$ cat src/rtl/readout_fifo_arbiter.sv
// Round-robin / priority arbiter that drains several FWFT source FIFOs into one
// 32-bit sink, granting one source at a time in bursts of at most MAX_BURST words.
//
// state   | meaning
// --------+-----------------------------------------------------------------
// ST_IDLE | no grant held; picks a winner among eligible sources (no pop)
// ST_XFER | grant held on last_q; pops while the source has data and sink has room
module readout_fifo_arbiter #(
   parameter int NUM_SRC       = 4,
   parameter int MAX_BURST     = 16,
   parameter int HIGH_PRIO_SRC = 0
) (
   input  logic                    BUS_CLK,
   input  logic                    BUS_RST,
   input  logic [NUM_SRC-1:0]      SRC_EMPTY,
   input  logic [32*NUM_SRC-1:0]   SRC_DATA,
   output logic [NUM_SRC-1:0]      SRC_READ,
   input  logic [NUM_SRC-1:0]      SRC_ENABLE,
   input  logic                    PRIO_ENABLE,
   input  logic                    OUT_FULL,
   output logic                    OUT_WRITE,
   output logic [31:0]             OUT_DATA,
   output logic [NUM_SRC-1:0]      GRANT,
   output logic [31:0]             WORD_COUNT,
   output logic                    IDLE
);

   localparam int IW = $clog2(NUM_SRC);

   typedef enum logic {ST_IDLE, ST_XFER} state_t;

   state_t               state_q, state_d;
   logic [IW-1:0]        last_q, last_d;
   logic [NUM_SRC-1:0]   grant_q, grant_d;
   logic [7:0]           burst_q, burst_d;
   logic                 out_write_q, out_write_d;
   logic [31:0]          out_data_q, out_data_d;
   logic [31:0]          word_count_q, word_count_d;

   logic [NUM_SRC-1:0]   eligible;
   logic [IW-1:0]        winner;
   logic [IW-1:0]        rr_idx;
   logic                 found;
   logic                 pop;

   assign eligible = SRC_ENABLE & ~SRC_EMPTY;

   // Round-robin scan starts one past the last grant; priority override applied last.
   always_comb begin
      winner = last_q;
      rr_idx = '0;
      found  = 1'b0;
      for (int k = 1; k <= NUM_SRC; k++) begin
         rr_idx = IW'((int'(last_q) + k) % NUM_SRC);
         if (!found && eligible[rr_idx]) begin
            winner = rr_idx;
            found  = 1'b1;
         end
      end
      if (PRIO_ENABLE && eligible[HIGH_PRIO_SRC]) begin
         winner = IW'(HIGH_PRIO_SRC);
      end
   end

   always_comb begin
      state_d      = state_q;
      last_d       = last_q;
      grant_d      = grant_q;
      burst_d      = burst_q;
      out_write_d  = 1'b0;
      out_data_d   = out_data_q;
      word_count_d = word_count_q;
      SRC_READ     = '0;
      pop          = 1'b0;
      case (state_q)
         ST_IDLE: begin
            if (|eligible) begin
               state_d = ST_XFER;
               last_d  = winner;
               grant_d = {{(NUM_SRC-1){1'b0}}, 1'b1} << winner;
               burst_d = '0;
            end
         end
         ST_XFER: begin
            pop              = eligible[last_q] & ~OUT_FULL & ~BUS_RST;
            SRC_READ[last_q] = pop;
            if (pop) begin
               out_write_d  = 1'b1;
               out_data_d   = SRC_DATA[32*last_q +: 32];
               burst_d      = burst_q + 8'd1;
               word_count_d = word_count_q + 32'd1;
            end
            // Empty/disabled source ends the burst even while the sink is full.
            if ((pop && ({1'b0, burst_q} + 9'd1 == 9'(MAX_BURST))) || !eligible[last_q]) begin
               state_d = ST_IDLE;
               grant_d = '0;
            end
         end
         default: state_d = ST_IDLE;
      endcase
   end

   always_ff @(posedge BUS_CLK) begin
      if (BUS_RST) begin
         state_q      <= ST_IDLE;
         last_q       <= IW'(NUM_SRC-1);
         grant_q      <= '0;
         burst_q      <= '0;
         out_write_q  <= 1'b0;
         out_data_q   <= '0;
         word_count_q <= '0;
      end else begin
         state_q      <= state_d;
         last_q       <= last_d;
         grant_q      <= grant_d;
         burst_q      <= burst_d;
         out_write_q  <= out_write_d;
         out_data_q   <= out_data_d;
         word_count_q <= word_count_d;
      end
   end

   assign GRANT      = grant_q;
   assign OUT_WRITE  = out_write_q;
   assign OUT_DATA   = out_data_q;
   assign WORD_COUNT = word_count_q;
   assign IDLE       = (state_q == ST_IDLE);

endmodule

$ cat config.mk
export PLATFORM = sky130hd
export DESIGN_NAME = readout_fifo_arbiter
export DESIGN_NICKNAME = d
export VERILOG_FILES = /design/src/rtl/readout_fifo_arbiter.sv
export SDC_FILE = /design/constraint.sdc
export NUM_CORES = 1
export LEC_CHECK = 0
export CORE_MARGIN = 3
export CORE_UTILIZATION = 30
export DETAILED_ROUTE_END_ITERATION = 16
export PLACE_DENSITY = 0.7
export SETUP_SLACK_MARGIN = 0.02
export SLEW_MARGIN = 20
export SYNTH_ARGS = -nofsm -noshare
export SYNTH_HDL_FRONTEND = slang
export SYNTH_SLANG_ARGS = --single-unit
$ cat constraint.sdc
create_clock -name BUS_CLK -period 2.2 [get_ports BUS_CLK]
set_input_delay 0.44 -clock BUS_CLK [delete_from_list [all_inputs] [get_ports BUS_CLK]]
set_output_delay 0.44 -clock BUS_CLK [all_outputs]
set_load 0.02 [all_outputs]
==> flow_metrics.tcl <==
set metrics [dict create \
    setup_viol 0 \
    cts_made_buffers 9 \
    firstDrtPassIters 4 \
    internal-power_mw 2.94 \
    dp_hpwl_mm 11.3 \
    synth_top_area_share_pct 36.4 \
    cp_slowest_stage_delay_ps 540 \
    run_status "finished clean" \
    skew_ps 6.98 \
    row_count 43 \
    core_area_um2 14100 \
    finalHoldViolations 0 \
    worstPathArrival_ps 1760 \
    syn_to_final_growth_pct 69.7 \
    dieArea_um2 16100 \
    slew_headroom_pct 46.9 \
    cp-end-kind "output pin" \
    antenna_cells 0 \
    synth_nets 633 \
    cts_buffer_depth 2 \
    final_nets 873 \
    maxSlewViolCount 0 \
    grt_pass1_wl_mm 23.9 \
    die_y_um 127 \
    drc 0 \
    p_leak_nw 2.63 \
    synthDistinctLibCells 44 \
    powerDensity_nw_per_um2 534 \
    utilization_pct 52.9 \
    grt-ovfl-total 0 \
    antenna_left 0 \
    synth-async-reset-ratio_pct 0 \
    gp_congestion 0.847 \
    rsz0062_at_grt "yes" \
    via_count 4628 \
    antenna_found_initial 0 \
    cts_sinks 80 \
    clock_latency_ps 330 \
    start_util_pct 31.2 \
    synthCells 487 \
    num_io_pins 214 \
    synth-seq-area-share_pct 36.4 \
    p_comb_share_pct 26.8 \
    numPortBuffers 213 \
    yosysTopAreaCell "dfxtp_1" \
    cts-root-buf "clkbuf_16" \
    track_usage_pct 18.2 \
    max-cap-violations 0 \
    yosysMostFrequentCell "nand2_1" \
    cp_cell_sequence "dlygate4sd2_1 > nor2b_1 > mux4_2 > and3_4 > buf_4" \
    die_w_um 127 \
    cp_slowest_cell "mux4_2" \
    synth-seq-cells 80 \
    avgSynthCellArea_um2 9.03 \
    hold_path_class "reg -> reg" \
    power_switching_mw 1.04 \
    clkPwrFrac_pct 35.4 \
    startpoint_type "input port" \
    h-tree-depth 3 \
    required_ps 1760 \
    synth_common_cells "nand2_1, dfxtp_1, a21oi_1, mux4_2, nor2_1" \
    tightest_slew_ps 796 \
    cts_tree "yes" \
    period_minus_slack_ps 2200 \
    path_clk_slew_ps 60 \
    avgViaCountPerCell 5.08 \
    cp_max_fo 5 \
    synth-edff-count 0 \
    wire_per_inst_um 16.1 \
    synthFlopType "dfxtp_1" \
    seqPwrFrac_pct 37.7 \
    min_period_over_period_pct 99.9 \
    reg2reg_slack_ps 110 \
    grt_pass1_vias 4859 \
    setup-tns-final_ps 0 \
    ir_worst_vdd_mv 0.351 \
    synthesis.area_um2 4400 \
    grt_start_max_net_pins 77 \
    final_cells 911 \
    synth.area.top_cells "dfxtp_1, mux4_2, nand2_1, a21oi_1, xnor2_1" \
    fmaxAchievable_mhz 455 \
    dp_cells 888 \
    yosysWarnings 0 \
    wirelength_mm 14.7 \
    drt_iter0_drc 347 \
    hold_slack_ps 451 \
    worstSetupPathType "in -> out" \
    drive_gt1_share_pct 18.7 \
    switching_share_pct 26.2 \
]
[area by class of cell]
type                            instances  area, µm²
Inverter                               14       57.6
Multi-Input combinational cell        361       2770
Clock buffer                           12        256
Timing Repair Buffer                  261       2530
Clock inverter                          3       17.5
Tap cell                              180        225
Sequential cell                        80       1610
Fill cell                            1306       6630
[per-layer routing]
metal | wire length (µm) | vias up | GRT usage, %
li1 | - | 2245 | -
met1 | 5690 | 2184 | 21.1
met2 | 7610 | 178 | 32.1
met3 | 1130 | 21 | 5.52
met4 | 264 | 0 | 5.93
met5 | 0 | - | 0
[through the flow]
| step | setup slack, ps | instance area, µm² | power [mW] |
|---|---|---|---|
| 2_1_floorplan | 22.7 | 4440 | 2.08 |
| 3_3_place_gp | -597 | 6980 | 2.51 |
| 3_5_place_dp | -657 | 6980 | 2.54 |
| 4_1_cts | 21.2 | 7390 | 4.00 |
| 5_1_grt | -29.6 | 7460 | 4.16 |
| 6_report | 3.25 | 7460 | 3.98 |
[power by group through the flow]
stage	clock, mW	sequential, mW	combinational, mW
final	1.41	1.50	1.07
after global routing	1.51	1.51	1.15
after CTS	1.45	1.50	1.06
after detailed placement	0	1.53	1.00
after global placement	0	1.53	0.983
after floorplan	0	1.55	0.533
[repair_timing]
item / CTS / global route
hold buffers: 0 / 0
setup endpoints to repair: 71 / 55
gates cloned: 1 / 0
setup buffers: 5 / 2
pin swaps: 11 / 6
gates resized for setup: 48 / 14
[cell usage in the layout, fill, tap and decap left out, drive strengths merged, types with 5 or more instances in the layout]
| cell | count |
|---|---|
| nand2 | 86 |
| or3 | 7 |
| mux4 | 36 |
| a21oi | 50 |
| buf | 52 |
| nand4 | 6 |
| dlygate4sd2 | 6 |
| xnor2 | 22 |
| nor3 | 16 |
| clkdlybuf4s50 | 199 |
| inv | 14 |
| and3 | 11 |
| ha | 6 |
| nand2b | 8 |
| dfxtp | 80 |
| nor2 | 31 |
| nor4 | 13 |
| a211oi | 5 |
| nand3 | 15 |
| clkbuf | 12 |
| o21ai | 10 |
[path summary, 6_finish.rpt]
path / depth (start not counted) / to / start
worst max-delay path: 5 / SRC_READ[1] / SRC_ENABLE[0]
worst max register to register: 8 / last_q[0]$_SDFFE_PP1P_ / last_q[0]$_SDFFE_PP1P_
worst min register to register: 2 / OUT_DATA[31]$_SDFFE_PP0P_ / OUT_DATA[31]$_SDFFE_PP0P_
worst min-delay path: 2 / OUT_DATA[31]$_SDFFE_PP0P_ / OUT_DATA[31]$_SDFFE_PP0P_
[state kept, by name, indices dropped and copies added (netlist names)]
register	flops
GRANT	4
OUT_WRITE	1
last_q	2
burst_q	8
OUT_DATA	32
WORD_COUNT	32
state_q	1
[logic make-up (layout without fill, tap and decap cells)]
logic type / Yosys count / in the layout / share of synthesized area (%)
AOI/OAI and AO/OA: 80 / 80 / 10.5
xor gates and xnor gates: 23 / 23 / 4.58
adders and majority gates: 6 / 6 / 1.71
buffers and inverters: 46 / 290 / 4.10
DFF: 80 / 80 / 36.4
muxes: 39 / 39 / 19.1
and+or+nand+nor: 213 / 213 / 23.6
[worst max-delay path, delay by kind of cell]
kind | cells | cell delay, ps
muxes | 1 | 540
buffers and inverters | 2 | 420
and+or+nand+nor | 2 | 350
(Power assumes the default switching activity.)
